$ cat config.mk
export PLATFORM = sky130hd
export DESIGN_NAME = tc_multi
export DESIGN_NICKNAME = d
export VERILOG_FILES = /design/src/rtl/tc_multi.sv
export SDC_FILE = /design/constraint.sdc
export NUM_CORES = 1
export LEC_CHECK = 0
export ABC_AREA = 1
export CAP_MARGIN = 20
export CORE_MARGIN = 1
export CORE_UTILIZATION = 55
export CTS_BUF_LIST = sky130_fd_sc_hd__clkbuf_4 sky130_fd_sc_hd__clkbuf_8
export DETAILED_ROUTE_END_ITERATION = 8
export DONT_BUFFER_PORTS = 1
export HOLD_SLACK_MARGIN = 0.08
export PLACE_DENSITY = 0.7
export RECOVER_POWER = 50
export SYNTH_ARGS = -nofsm -noshare
export SYNTH_HDL_FRONTEND = slang
export SYNTH_SLANG_ARGS = --single-unit
$ cat constraint.sdc
create_clock -name clk -period 4.75 [get_ports clk]
set_input_delay 0.475 -clock clk [delete_from_list [all_inputs] [get_ports clk]]
set_output_delay 0.475 -clock clk [all_outputs]
set_load 0.02 [all_outputs]
$ cat src/rtl/tc_multi.sv
// tc_multi: multi-channel down-counting timer/counter with per-channel IRQ and bus register file.
// Optional per-channel 8-bit prescaler in ctrl[15:8] when TC_PRESCALE_EN is defined.
module tc_multi #(
    parameter int NUM_CH = 2,
    parameter int CNT_W  = 32
) (
    input  logic              clk,
    input  logic              reset,
    input  logic              sel,
    input  logic              we,
    input  logic [7:0]        addr,
    input  logic [3:0]        byteen,
    input  logic [31:0]       wdata,
    output logic [31:0]       rdata,
    output logic [NUM_CH-1:0] irq,
    output logic              irq_any
);
    typedef enum logic [1:0] {S_IDLE, S_LOAD, S_CNT, S_INT} state_e;

`ifdef TC_PRESCALE_EN
    localparam logic [15:0] CTRL_MASK = 16'hFF0F;
`else
    localparam logic [15:0] CTRL_MASK = 16'h000F;
`endif

    function automatic logic [31:0] merge_bytes(input logic [31:0] old_v,
                                                 input logic [31:0] new_v,
                                                 input logic [3:0]  be);
        logic [31:0] r;
        r = old_v;
        for (int b = 0; b < 4; b++) begin
            if (be[b]) r[b*8 +: 8] = new_v[b*8 +: 8];
        end
        return r;
    endfunction

    logic [3:0]              ch_idx;
    logic [1:0]              reg_idx;
    logic                    unused_addr_lsb;
    logic [NUM_CH-1:0][31:0] rd_word;

    assign ch_idx          = addr[7:4];
    assign reg_idx         = addr[3:2];
    assign unused_addr_lsb = ^addr[1:0];

    genvar gi;
    generate
        for (gi = 0; gi < NUM_CH; gi++) begin : g_ch
            state_e           state_q, state_d;
            logic [15:0]      ctrl_q, ctrl_d, ctrl_wr;
            logic [CNT_W-1:0] preset_q, preset_d;
            logic [CNT_W-1:0] count_q, count_d;
            logic             pend_q, pend_d;
            logic             wr_hit, wr_ctrl, wr_preset, wr_clr;
            logic             auto_rld, cnt_tick;

            assign wr_hit    = sel & we & (ch_idx == 4'(gi));
            assign wr_ctrl   = wr_hit & (reg_idx == 2'd0);
            assign wr_preset = wr_hit & (reg_idx == 2'd1);
            assign wr_clr    = wr_hit & (reg_idx == 2'd3) & byteen[0] & wdata[0];

            // ctrl as it will be after this edge's bus write; CNT checks en against this
            assign ctrl_wr  = wr_ctrl ? (16'(merge_bytes(32'(ctrl_q), wdata, byteen)) & CTRL_MASK)
                                      : ctrl_q;
            assign auto_rld = (ctrl_q[2:1] == 2'b01);

`ifdef TC_PRESCALE_EN
            logic [7:0] div_q, div_d;

            assign cnt_tick = (div_q == ctrl_q[15:8]);

            always_comb begin
                div_d = 8'd0;
                if (state_q == S_CNT && !cnt_tick) div_d = div_q + 8'd1;
            end

            always_ff @(posedge clk or posedge reset) begin
                if (reset) div_q <= 8'd0;
                else       div_q <= div_d;
            end
`else
            assign cnt_tick = 1'b1;
`endif

            always_ff @(posedge clk or posedge reset) begin
                if (reset) begin
                    state_q  <= S_IDLE;
                    ctrl_q   <= '0;
                    preset_q <= '0;
                    count_q  <= '0;
                    pend_q   <= 1'b0;
                end else begin
                    state_q  <= state_d;
                    ctrl_q   <= ctrl_d;
                    preset_q <= preset_d;
                    count_q  <= count_d;
                    pend_q   <= pend_d;
                end
            end

            always_comb begin
                state_d = state_q;
                case (state_q)
                    S_IDLE: if (ctrl_q[0]) state_d = S_LOAD;
                    S_LOAD: state_d = (preset_q == '0) ? S_INT : S_CNT;
                    S_CNT: begin
                        if (!ctrl_wr[0])
                            state_d = S_IDLE;
                        else if (cnt_tick && count_q <= CNT_W'(1))
                            state_d = S_INT;
                    end
                    S_INT:   state_d = auto_rld ? S_LOAD : S_IDLE;
                    default: state_d = S_IDLE;
                endcase
            end

            always_comb begin
                ctrl_d   = ctrl_wr;
                preset_d = wr_preset ? CNT_W'(merge_bytes(32'(preset_q), wdata, byteen))
                                     : preset_q;
                count_d  = count_q;
                pend_d   = wr_clr ? 1'b0 : pend_q;
                case (state_q)
                    S_LOAD: count_d = preset_q;
                    S_CNT: begin
                        if (ctrl_wr[0] && cnt_tick)
                            count_d = (count_q > CNT_W'(1)) ? count_q - CNT_W'(1) : '0;
                    end
                    S_INT:  if (!auto_rld) ctrl_d[0] = 1'b0;
                    default: ;
                endcase
                // a new INT entry beats a same-edge W1C
                if (state_d == S_INT) pend_d = 1'b1;
            end

            assign irq[gi]     = pend_q & ctrl_q[3];
            assign rd_word[gi] = (reg_idx == 2'd0) ? 32'(ctrl_q)   :
                                 (reg_idx == 2'd1) ? 32'(preset_q) :
                                 (reg_idx == 2'd2) ? 32'(count_q)  : {31'd0, pend_q};
        end
    endgenerate

    always_comb begin
        rdata = '0;
        for (int i = 0; i < NUM_CH; i++) begin
            if (sel && ch_idx == 4'(i)) rdata = rd_word[i];
        end
    end

    assign irq_any = |irq;

endmodule

==> results.md <==
* XOR/XNOR Fraction of Synth Area at 3.18%
* Hold path cells at 2
* Total GRT Usage at 34.3%
* Worst Clk Skew at 0.0157 ns
* Max Cap Violations at 1
* Startpoint Class: primary input
* Total grt overflow at 0
* Main combinational cell family by area after synthesis: simple AND/OR/NAND/NOR gates
* Crit share post-route at 65.7%
* Synth Flop Type: dfrtp_1
* H-tree depth at 4
* # IOs at 83
* Setup CP Type: in -> out
* Setup TNS at 0 ns
* Worst reg2reg path depth at 9
* Failing checks: capacitance limit, slew limit
* Sequential area share after synthesis at 37.9%
* Area share of fa/ha/maj cells after synthesis at 0.534%
* Peak supply drop at 263 uV
* CP Capture Type: primary output
* Hold Path Class: in -> reg
* Mapped cell area at 0.00937 mm2
* Syn Inst Count at 1363
* Placed cell areas at 0.00939 mm2
* Share of layout cells above drive strength 1 at 5.93%
* Synth warn at 0
* Starting Density at 56.5%
* CP Data Required Time at 4.28 ns
* Per-cell routed wire length at 18.5 um
* Power, Total at 4.56 mW
* Status: finished, violations left
* Post-route antenna net violation count at 0
* Yosys reg bits at 142
* PwrDens at 466 mW/mm2
* Standard-cell rows at 47
* Initial antenna violation count at 0
* Syn_nets at 1415
* Fin cells at 1570
* CTS tree: built
* Clock slew at reported path FFs at 0.09 ns
* Leakage at 4.55 nW
* Global-route wire length before repair at 46300 um
* Die area at 0.0176 mm2
* Die Y at 133 um
* Pre-antenna DRT Iters at 7
* CORE AREA at 0.0166 mm2
* Cts hold-fix bufs at 0
* FMAX at 321 MHz
* CTS Buf Count at 17
* Asr flop ratio synth at 100%
* Library cells used by synthesis at 37
* CP Data Arrival Time at 2.64 ns
* Max Fanout on Critical Path at 23
* Worst slew pin tran at 2.30 ns
* Reg2reg start: g_ch[0].count_q[0]$_DFFE_PP0P_
* Final WL at 29100 um
* CP Launch Point: addr[2]
* Routed vias at 9191
* Post-synth EDFFs at 0
* HP Start: wdata[9]
* Root Buffer: clkbuf_8
* Mean Syn Cell Area at 6.88 um2
* Most frequent cells in the layout: nand2_1 (310), nor2_1 (215), inv_1 (171)
* Unrepaired setup endpoints after global routing: no
* Layout area overhead at 4.59%
* Final nets at 1390
* Commonest non-fill, non-tap cell in the layout: nand2_1
* Initial DRC count at 1012
* Vias in the first global route at 8622
* Final setup fails at 0
* Via/cell ratio at 5.85
* Mux cell area share after synthesis at 0.481%
* Placed cells at 1538
* Share of the core filled with cells at 59.1%
* Maximum root-to-sink buffer count at 2
* N_diodes at 0
* Post-synthesis simple-gate area fraction at 29.6%
* # clock sinks at 142
* Slew headroom at -53.2%
* Die width at 133 um
* Slew Viols, Final at 105
* Detailed placer's ending HPWL at 21400 um
* PortBufs at 0
* Pin count of the biggest net entering global routing at 105
* Post-CTS sizing at 0
* Final worst path period need at 3.12 ns
* Setup Buffers After CTS at 0
* DRC violations left at 0
* Synth Area in Compound Gates at 17.9%
* Fin. Hold Viols at 0
* Fin area at 0.00980 mm2
* Worst skew pair latency at 0.48 ns
* Final Wtd Congestion at 0.955
sequential cells by signal, indices dropped and copies added (netlist names):
signal / flops
g_ch.pend_q: 2
g_ch.preset_q: 64
g_ch.count_q: 64
g_ch.state_q: 4
g_ch.ctrl_q: 8
final cells by class:
class / count / area [um2]
Fill cell: 1620 / 6780
Multi-Input combinational cell: 994 / 4820
Sequential cell: 142 / 3550
Timing Repair Buffer: 7 / 60.1
Clock buffer: 20 / 263
Tap cell: 220 / 275
Clock inverter: 11 / 166
Inverter: 176 / 664
cell families (layout without fill, tap and decap cells):
logic type / count (synthesis) / count (layout)
and+or+nand+nor: 657 / 657
AOI/OAI and AO/OA: 295 / 295
buffers and inverters: 227 / 214
DFF: 142 / 142
xor gates and xnor gates: 34 / 34
adders and majority gates: 4 / 4
muxes: 4 / 4
Yosys cell counts (2+ instances only):
cell      number  area, um2
xor2_1        32        280
nor3_2         2       20.0
o21ai_0      130        651
nor4_1         2       12.5
a21boi_0       2       15.0
nor2_2        13       81.3
buf_2         13       65.1
buf_6          8       90.1
nand3_2        4       40.0
a22o_1        30        263
nand2_1      311       1170
nand3_1       76        380
o31ai_1        2       15.0
mux2_2         4       45.0
o211ai_1       2       15.0
inv_2          4       15.0
nor2_4         9        101
inv_1        172        646
o22ai_1       45        282
a31oi_1        2       12.5
o21ai_1       20        100
nand2_2        6       37.5
nor2_1       212        796
dfrtp_1      142       3550
ha_1           4       50.1
nand4_1       18        113
buf_4         12       90.1
a21oi_1       57        285
nor3_1         3       15.0
xnor2_1        2       17.5
clkbuf_1      18       67.6
where the power goes:
group	total (mW)	switching, mW	internal, mW
Combinational	1.64	1.14	0.506
Clock	1.11	0.515	0.592
Sequential	1.82	0.330	1.49
path summary, 6_finish.rpt:
kind,endpoint,slack (ns)
min in group asynchronous,g_ch[0].count_q[27]$_DFFE_PP0P_,0.51
max in group asynchronous,g_ch[1].preset_q[28]$_DFFE_PP0P_,2.81
min reg2reg,g_ch[0].count_q[1]$_DFFE_PP0P_,0.49
max reg2reg,g_ch[0].count_q[11]$_DFFE_PP0P_,2.22
max,rdata[3],1.63
min,g_ch[0].preset_q[9]$_DFFE_PP0P_,0.11
per-layer routing:
layer  part of all wire [%]  GRT usage, %  vias up  wire [um]
met5                      0             0        -          0
met4                    2.3          9.26        0        660
met3                     10          10.9       49       2900
met2                     45          52.8      389      13000
met1                     43          46.4     4377      12500
li1                       -             -     4376          -
per-stage QoR:
step	setup slack, ns	hold WS, ns
after floorplan	0.465	0.449
after global placement	1.75	0.463
after detailed placement	1.76	0.470
after CTS	1.73	0.115
after global routing	1.55	0.103
final	1.63	0.113
critical path, cell delays in order:
cell and delay (ns):
inv_1 0.47, nand2_2 0.47, buf_4 0.35, o21ai_0 0.21, a21oi_1 0.07, o31ai_1 0.58
No activity file was read; power rests on OpenSTA's default activity.
